[src/rtl/feature_map_streamer.sv]
// rtl/feature_map_streamer.sv - streams one 8-bit SRAM channel plane as a raster pixel stream
// Optional STREAMER_PAD_BORDER_EN adds a 1-pixel PAD_VALUE border around the stored plane.
module feature_map_streamer #(
  parameter int          IMAGE_WIDTH  = 224,
  parameter int          IMAGE_HEIGHT = 224,
  parameter int          ADDR_W       = 16,
  parameter logic [7:0]  PAD_VALUE    = 8'h00
) (
  input  logic              clock,
  input  logic              reset,
  input  logic              start,
  input  logic [ADDR_W-1:0] base_addr,
  output logic              busy,
  output logic              done,
  output logic              mem_rd_en,
  output logic [ADDR_W-1:0] mem_addr,
  input  logic [7:0]        mem_rd_data,
  output logic [7:0]        pixel_out,
  output logic              pixel_valid,
  input  logic              pixel_ready,
  output logic              start_frame
);

`ifdef STREAMER_PAD_BORDER_EN
  localparam int COLS = IMAGE_WIDTH + 2;
  localparam int ROWS = IMAGE_HEIGHT + 2;
`else
  localparam int COLS = IMAGE_WIDTH;
  localparam int ROWS = IMAGE_HEIGHT;
`endif
  localparam logic [15:0] COL_LAST = 16'(COLS - 1);
  localparam logic [15:0] ROW_LAST = 16'(ROWS - 1);

  typedef enum logic [1:0] {S_IDLE, S_SOF, S_STREAM, S_DONE} state_t;

  state_t            state, state_next;
  logic [15:0]       col, row;
  logic              issue_done;
  logic [ADDR_W-1:0] addr;
  logic              rd_pend, pend_pad;
  logic [1:0]        q_count;
  logic [7:0]        q0, q1;
  logic              pop, issue, credit_ok, is_border, last_pop;
  logic [7:0]        push_data;

  assign pixel_valid = (q_count != 2'd0);
  assign pixel_out   = q0;
  assign mem_addr    = addr;
  assign pop         = pixel_valid && pixel_ready;
  assign push_data   = pend_pad ? PAD_VALUE : mem_rd_data;

  // Occupancy after this cycle's pop must leave room for the returning read.
  assign credit_ok = ({1'b0, q_count} + {2'b00, rd_pend}) < (3'd2 + {2'b00, pop});
  assign issue     = (state == S_STREAM) && !issue_done && credit_ok;
  assign last_pop  = pop && issue_done && !rd_pend && (q_count == 2'd1);

`ifdef STREAMER_PAD_BORDER_EN
  assign is_border = (row == 16'd0) || (row == ROW_LAST) || (col == 16'd0) || (col == COL_LAST);
`else
  assign is_border = 1'b0;
`endif

  always_ff @(posedge clock or posedge reset) begin
    if (reset) state <= S_IDLE;
    else       state <= state_next;
  end

  always_comb begin
    state_next = state;
    case (state)
      S_IDLE:   if (start) state_next = S_SOF;
      S_SOF:    state_next = S_STREAM;
      S_STREAM: if (last_pop) state_next = S_DONE;
      S_DONE:   state_next = S_IDLE;
      default:  state_next = S_IDLE;
    endcase
  end

  always_comb begin
    busy        = 1'b0;
    done        = 1'b0;
    start_frame = 1'b0;
    mem_rd_en   = 1'b0;
    busy        = (state != S_IDLE);
    done        = (state == S_DONE);
    start_frame = (state == S_SOF);
    mem_rd_en   = issue && !is_border;
  end

  // Issue side: raster counters and the next interior address, which is simply sequential.
  always_ff @(posedge clock or posedge reset) begin
    if (reset) begin
      col        <= 16'd0;
      row        <= 16'd0;
      issue_done <= 1'b0;
      addr       <= '0;
      rd_pend    <= 1'b0;
      pend_pad   <= 1'b0;
    end else begin
      rd_pend  <= issue;
      pend_pad <= issue && is_border;
      if (state == S_IDLE && start) begin
        col        <= 16'd0;
        row        <= 16'd0;
        issue_done <= 1'b0;
        addr       <= base_addr;
      end else if (issue) begin
        if (!is_border) addr <= addr + ADDR_W'(1);
        if (col == COL_LAST) begin
          col <= 16'd0;
          if (row == ROW_LAST) issue_done <= 1'b1;
          else                 row <= row + 16'd1;
        end else begin
          col <= col + 16'd1;
        end
      end
    end
  end

  // Two-entry skid queue; q0 is always the head.
  always_ff @(posedge clock or posedge reset) begin
    if (reset) begin
      q_count <= 2'd0;
      q0      <= 8'h00;
      q1      <= 8'h00;
    end else begin
      case ({rd_pend, pop})
        2'b10: begin
          if (q_count == 2'd0) q0 <= push_data;
          else                 q1 <= push_data;
          q_count <= q_count + 2'd1;
        end
        2'b01: begin
          q0      <= q1;
          q_count <= q_count - 2'd1;
        end
        2'b11: begin
          if (q_count == 2'd1) begin
            q0 <= push_data;
          end else begin
            q0 <= q1;
            q1 <= push_data;
          end
        end
        default: ;
      endcase
    end
  end

endmodule

[config.mk]
export PLATFORM = sky130hd
export DESIGN_NAME = feature_map_streamer
export DESIGN_NICKNAME = d
export VERILOG_FILES = /design/src/rtl/feature_map_streamer.sv
export SDC_FILE = /design/constraint.sdc
export NUM_CORES = 1
export LEC_CHECK = 0
export BUFFER_PORTS_ARGS = -buffer_cell sky130_fd_sc_hd__clkbuf_2
export CORE_UTILIZATION = 41
export DETAILED_ROUTE_END_ITERATION = 6
export GPL_ROUTABILITY_DRIVEN = 0
export PLACE_DENSITY = 0.63
export SYNTH_ARGS = -nofsm -noshare
export SYNTH_HDL_FRONTEND = slang
export SYNTH_SLANG_ARGS = --single-unit
[constraint.sdc]
create_clock -name clock -period 3.2 [get_ports clock]
set_input_delay 0.48 -clock clock [delete_from_list [all_inputs] [get_ports clock]]
set_output_delay 0.48 -clock clock [all_outputs]
set_load 0.02 [all_outputs]
Yosys cells after proc, flatten, opt, wreduce, memory -nomap -nowiden

Index checks and enable logic that the tools add are counted.

Add/sub/neg operators: 7
Order comparisons: 1
Eq/ne operators: 15
Muxes and demuxes: 23
Reduce and logical (&&, ||, !) cells: 24

Operators by type and width:

| cell                    | number |
|---|---|
| $mux W16                | 9 |
| $add A16 B1 Y16 const B | 3 |
| $eq A16 B8 Y1 const B   | 2 |
| $mux W8                 | 4 |
| $pmux W8 S3             | 1 |
| $pmux W8 S2             | 1 |
| $reduce_bool A2 Y1      | 7 |
| $ne A2 B2 Y1 const B    | 6 |
| $reduce_and A3 Y1       | 3 |
| $eq A2 B2 Y1 const B    | 4 |
| $pmux W2 S4             | 1 |
| $logic_and A1 B1 Y1     | 7 |
| $eq A2 B1 Y1 const B    | 3 |
| $logic_not A2 Y1        | 2 |
| $mux W1                 | 4 |
| $mux W2                 | 2 |
| $pmux W2 S2             | 1 |
| $reduce_and A2 Y1       | 2 |
| $add A2 B1 Y3           | 1 |
| $add A2 B1 Y3 const A   | 1 |
| $lt A3 B3 Y1            | 1 |
| $reduce_bool A3 Y1      | 1 |
| $add A2 B1 Y2 const B   | 1 |
| $logic_not A1 Y1        | 2 |
| $sub A2 B1 Y2 const B   | 1 |

Register bits after elaboration: 70

Depth between registers and ports, before layout

Gate-level depths: netlist (run 1).

Depth after elaboration: 7
Depth in mapped cells: 10

Least setup slack after synthesis (run 1)

Ideal clock, no wire load.

Path kind: reg-to-reg
Start: register rd_pend
End: register row[1]
Data arrival time: 2327 ps
Path slack: 741 ps
Stages on the path, launching flop included: 11
Buffers on the path: 2
Cells stage by stage: dfrtp_1 > ha_1 > ha_1 > inv_1 > o21ai_1 > inv_1 > nand3_2 > buf_2 > clkbuf_1 > mux2i_1 > nor2_1

Longest elaborated chain between the ends: 5

Ends and longest elaborated chain:

| element                             | line | RTL |
|---|---|---|
| from (decl)                         | 40   | `logic rd_pend, pend_pad;` |
| from (signal assigned)              | 100  | `rd_pend <= issue;` |
| $add A2 B1 Y3                       | 53   | `assign credit_ok = ({1'b0, q_count} + {2'b00, rd_pend}) < (3'd2 + {2'b00, pop});` |
| $lt A3 B3 Y1                        | 53   |  |
| $logic_and A1 B1 Y1                 | 54   | `assign issue = (state == S_STREAM) && !issue_done && credit_ok;` |
| $reduce_bool A2 Y1 (no source line) | -    |  |
| $reduce_and A3 Y1 (no source line)  | -    |  |
| to (signal assigned)                | 112  | `else row <= row + 16'd1;` |
| to (decl)                           | 37   | `logic [15:0] col, row;` |

No other way between the ends.
A chain may end at the register's enable or synchronous reset.

Worst setup path after layout (run 1)

Start: register rd_pend
End: output port mem_rd_en

Longest elaborated chain between the ends: 3

Ends and longest elaborated chain:

| element             | line | RTL |
|---|---|---|
| $add A2 B1 Y3       | 53   |  |
| $lt A3 B3 Y1        | 53   |  |
| $logic_and A1 B1 Y1 | 54   |  |
| to (decl)           | 15   | `output logic mem_rd_en,` |

No other way between the ends.

==> impl_metrics.yaml, run 1 <==
outcome:
  status: "complete, but fails checks"
  violations: "DRC"
synth:
  async_reset_ff_share_pct: 100.0
  synthFlopType: "dfrtp_1"
  synth_area_mm2: 0.003757
  synth_cell_type_count: 45
  ys.warnings.count: 0
  ys_seq_area_share_pct: 46.62
  yosysTopAreaCellShare_pct: 46.62
  synth_cells: 400
  post_synth.cell_area_avg_um2: 9.393
  ys_ff_latch: 70
  synth_edf_count: 0
  synth_top_cell_by_area: "dfrtp_1"
  synthTopCellsByArea: "dfrtp_1 47%, o21ai_0 6.0%, nand2_1 4.8%"
  synth_nets: 441
sta:
  hold_viol: 0
  clock.fmax_mhz: 379.7
  maxSlewHeadroom_pct: 36.51
  fin_worst_skew_ps: 9.359
  whs_ps: 102.7
  period_needed_ps: 2634
  tns_ps: 0
  setup_violations: 0
  tightestPinTransition_ps: 952.4
  period_share_pct: 82.30
  grt_setup_unrepaired: "no"
  slew_viol_final: 0
route:
  post-route-drc-count: 9
  postRouteAntennaNets: 0
  first_iter_violations: 137
  dr.pass1.iters: 7
  routedWlPerCell_um: 14.45
  via_count: 3130
  routed_via_density: 5.453
  wl_mm: 8.294
grt:
  grtUsageTotal_pct: 18.67
  antenna_found_initial: 0
  overflow: 0
  grt_pass1_vias: 3041
  grt_max_degree: 51
  grt_first_pass_wirelength_mm: 14.33
clock_network:
  tritoncts: "done"
  cts.repair.resized: 0
  cts.clk_slew.worst_paths_ps: 80
  cts_max_level: 3
  numCtsBuffers: 9
  root_buffer: "clkbuf_8"
  postCtsSetupBuffers: 0
  clock_sinks: 70
  insertion_delay_ps: 350
  hold_buffers: 0
  cts_buffer_depth: 2
critical_path:
  path_common_cell: "ha_1"
  start_kind: "register"
  endpoint: "mem_rd_en"
  cp-startpoint: "rd_pend"
  cp.buffers_inverters: 3
  crit_fanout: 16
  required_ps: 2720
  critPathMaxStageDelay_ps: 450
  r2r_end: "mem_addr[11]"
  critPathArrivalTime_ps: 2150
  worst_r2r_startpoint: "rd_pend"
  regToRegSetupSlack_ps: 660
  path_depth: 7
  crit_type: "reg2out"
  slowest_stage: "dfrtp_1"
  endpoint_kind: "output pin"
  crit_family: "buffers and inverters"
  path_cells: "ha_1, ha_1, nor3b_1, o21ai_1, inv_1, buf_4, clkbuf_2"
  r2r_cells: 7
cells_and_area:
  nets: 502
  fin_util_pct: 49.96
  area_delta_synth_final_pct: 17.08
  most-common-layout-cells: "70 x dfrtp_1, 56 x clkbuf_2, 48 x nand2_1"
  fill_cells: 834
  drive_gt1_share_pct: 21.24
  final_common_cell: "dfrtp_1"
  n_antenna_cell: 0
hold_path:
  min_path_type: "in2async"
power:
  p_leak_nw: 1.994
  p_per_area_mw_per_mm2: 790.1
  p_total_mw: 3.476
  ir_drop_mv: 0.2950
floorplanning:
  start_util_pct: 42.67
  die_h_um: 97.73
  fp.dieW_um: 97.73
  ios: 57
  die-area_mm2: 0.009551
  placementRows: 34
  core_area_mm2: 0.008806
placed_design:
  hpwlAfterDp_mm: 5.850
  port-buffer-count: 56
job:
  drv_cap: 0
-- where the power goes --
group          switching [mW]  leakage (nW)  internal, mW
logic                   0.849         0.973         0.529
registers               0.190         0.912          1.10
clock network           0.370         0.109         0.441
total                    1.41          1.99          2.07
-- how the worst min path moves through the flow --
stage                   end  slack [ps]  depth (start not counted)
2_1_floorplan       col[15]         440                          1
3_3_place_gp   pixel_out[2]         460                          2
3_5_place_dp   pixel_out[2]         470                          2
4_1_cts              row[0]         110                          2
5_1_grt              row[0]         130                          2
6_report             row[0]         100                          2
-- registers in the layout, indices dropped and copies added, names as in the netlist --
signal      count
rd_pend         1
row            16
col            16
q_count         2
state           2
mem_addr       16
q1              8
issue_done      1
pixel_out       8
-- cells in the mapped netlist (2+ instances only) --
cell type	count
a22oi_1	8
a31oi_1	3
dfrtp_1	70
nand2_1	48
or2_2	3
or3b_2	2
nand4_1	14
xor2_1	9
clkbuf_1	12
nor2_1	26
nand3_1	16
nor3b_1	6
and4_1	5
mux2_2	9
a21o_1	2
a21oi_1	17
xnor2_1	12
or4_1	4
mux2i_1	5
and2_1	3
nor3_1	8
o31ai_1	6
and3_1	5
inv_1	16
nor4_1	5
ha_1	13
nand2b_1	2
a22o_1	2
or3_1	9
o21ai_0	45
-- metal layers --
| layer | GRT usage [%] | up-vias | share of wire (%) |
|---|---|---|---|
| met2 | 30.93 | 57 | 48 |
| met5 | 0 | - | 0 |
| met1 | 24.82 | 1499 | 48 |
| met3 | 3.006 | 9 | 2.9 |
| met4 | 6.643 | 0 | 1.5 |
| li1 | - | 1565 | - |
-- area by class of cell --
type | instances | area (µm²) | share of cell area (%)
multi-input cells | 301 | 1897 | 43.12
flip-flops and latches | 70 | 1752 | 39.82
repair buffers | 63 | 332.8 | 7.565
well taps | 108 | 135.1 | 3.072
clock buffers | 9 | 123.9 | 2.816
clock inverters | 7 | 98.84 | 2.247
inverters | 16 | 60.06 | 1.365
-- kinds of logic (layout without fill, tap and decap cells) --
kind of cell / count (synthesis) / after routing / share of synthesized area, %
AOI/OAI and AO/OA: 88 / 88 / 13.69
xor gates and xnor gates: 21 / 21 / 4.895
adders and majority gates: 13 / 13 / 4.329
buffers and inverters: 29 / 95 / 2.930
DFF: 70 / 70 / 46.62
muxes: 14 / 14 / 4.029
and+or+nand+nor: 165 / 165 / 23.51
-- metrics by stage --
| stage | instance area (µm²) | std cells | worst slack, ps |
|---|---|---|---|
| 4_1_cts | 4399 | 574 | 534.8 |
| 5_1_grt | 4399 | 574 | 381.2 |
| 2_1_floorplan | 3757 | 400 | 741.0 |
| 3_5_place_dp | 4177 | 558 | 633.8 |
| 3_3_place_gp | 4177 | 558 | 750.3 |
| 6_report | 4399 | 574 | 566.4 |
Note: power is estimated with default switching activity, not from simulation.
==> run 2, diff against run 1 <==
==> constraint.sdc (replaced) <==
create_clock -name clock -period 2.5 [get_ports clock]
set_input_delay 0.375 -clock clock [delete_from_list [all_inputs] [get_ports clock]]
set_output_delay 0.375 -clock clock [all_outputs]
set_load 0.02 [all_outputs]
==> run 2 against run 1 <==
  * The flow still finishes with violations (DRC)
  * Utilization is 0.77 points higher
  * Final area is 1.5% higher
  * Register-to-register slack worse by 520 ps
  * Worst setup slack worse by 420 ps
  * Global-route usage is 0.21 points lower
  * Critical path depth is 2 lower
  * Count of clock-buffer cells in the layout stayed put
  * Critical endpoint is now row[11]
==> impl_metrics.yaml, run 2 (synthesized netlist as in run 1, its figures left out) <==
critical_path:
  critPathArrivalTime_ps: 2620
  crit_fanout: 17
  required_ps: 2760
  path_cells: "or4_4, nor4_4, nand3_4, or4_1, a21oi_1"
  crit_type: "reg2reg"
  worst_r2r_startpoint: "col[12]"
  r2r_end: "row[11]"
  regToRegSetupSlack_ps: 140
  r2r_cells: 5
  critPathMaxStageDelay_ps: 550
  start_kind: "register"
  endpoint_kind: "register"
  slowest_stage: "or4_1"
sta:
  period_needed_ps: 2358
  maxSlewHeadroom_pct: 37.60
  slew_viol_final: 0
  period_share_pct: 94.31
  grt_setup_unrepaired: "no"
  setup_violations: 0
  clock.fmax_mhz: 424.2
  hold_viol: 0
  fin_worst_skew_ps: 12.27
  tns_ps: 0
  tightestPinTransition_ps: 936.0
floorplanning:
  fp.dieW_um: 97.73
  start_util_pct: 42.67
  core_area_mm2: 0.008806
  placementRows: 34
  die_h_um: 97.73
  ios: 57
  die-area_mm2: 0.009551
route:
  dr.pass1.iters: 6
  post-route-drc-count: 10
  first_iter_violations: 109
  via_count: 3172
  wl_mm: 8.273
  routedWlPerCell_um: 14.21
  routed_via_density: 5.450
  postRouteAntennaNets: 0
placed_design:
  placed_area_mm2: 0.004249
  dp.cells: 566
  port-buffer-count: 56
  hpwlAfterDp_mm: 5.723
job:
  drv_cap: 0
power:
  p_seq_share_pct: 37.0
  p_int_mw: 2.612
  combPwrFrac_pct: 42.3
  switchingPower_mw: 1.801
  ir_drop_mv: 0.4642
  p_per_area_mw_per_mm2: 987.8
  p_leak_nw: 2.034
  p_total_mw: 4.413
  swShare_pct: 40.82
  clkPwrFrac_pct: 20.7
clock_network:
  numCtsBuffers: 9
  hold_buffers: 0
  cts_buffer_depth: 2
  cts.clk_slew.worst_paths_ps: 80
  insertion_delay_ps: 340
  cts_max_level: 3
  clock_sinks: 70
  root_buffer: "clkbuf_8"
  tritoncts: "done"
grt:
  grtUsageTotal_pct: 18.46
  grt_max_degree: 71
  overflow: 0
  grt_pass1_vias: 3131
  antenna_found_initial: 0
  grt_first_pass_wirelength_mm: 14.30
cells_and_area:
  stdcell_count: 582
  nets: 510
  area_delta_synth_final_pct: 18.88
  fin_area_mm2: 0.004467
  most-common-layout-cells: "70 x dfrtp_1, 56 x clkbuf_2, 48 x nand2_1"
  drive_gt1_share_pct: 23.00
  n_antenna_cell: 0
  fin_util_pct: 50.72
  final_common_cell: "dfrtp_1"
hold_path:
  min_path_type: "in2async"
outcome:
  status: "complete, but fails checks"
  violations: "DRC"
## run 2: repair_timing
item                                   CTS  global route
gates resized for setup                  0             5
buffers inserted                         0             0
endpoints found under the hold margin    0             0
setup endpoints to repair                0             6
## run 2: area by class of cell
class,count,area [µm²]
Fill cell,843,4339
Multi-Input combinational cell,301,1909
Sequential cell,70,1752
Timing Repair Buffer,71,412.9
Tap cell,108,135.1
Clock buffer,9,123.9
Clock inverter,7,73.82
Inverter,16,60.06
## run 2: layer usage
| metal | GRT usage (%) | part of all wire [%] | vias up |
|---|---|---|---|
| met5 | 0 | 0 | - |
| met4 | 6.294 | 0.97 | 0 |
| met3 | 3.937 | 4.0 | 6 |
| met2 | 30.50 | 48 | 79 |
| met1 | 24.13 | 47 | 1507 |
| li1 | - | - | 1580 |
## run 2: power groups by stage
| stage | registers [mW] | clock network, mW | logic (mW) |
|---|---|---|---|
| after global routing | 1.68 | 0.983 | 2.09 |
| after floorplan | 1.76 | 0 | 1.10 |
| after CTS | 1.63 | 0.943 | 1.83 |
| after detailed placement | 1.66 | 0 | 1.82 |
| after global placement | 1.65 | 0 | 1.79 |
| final | 1.63 | 0.913 | 1.87 |
## run 2: metrics by stage
step           setup slack [ps]  hold slack (ps)
2_1_floorplan             41.04            442.6
3_3_place_gp              159.1            459.8
3_5_place_dp              132.8            470.3
4_1_cts                   5.124            85.24
5_1_grt                   31.49            100.9
6_report                  142.4            66.58
## run 2: worst max path at each step
stage,start,end,depth (start not counted)
final,col[12],row[11],5
after global routing,q_count[0],mem_addr[11],8
after CTS,q_count[0],mem_rd_en,7
after detailed placement,col[12],row[12],5
after global placement,col[12],row[13],6
after floorplan,rd_pend,row[1],10
## run 2: critical path, delay by kind of cell (launching register included)
family | cells | cell delay, ps
compound gates | 1 | 180
simple gates | 4 | 1690
flops | 1 | 420
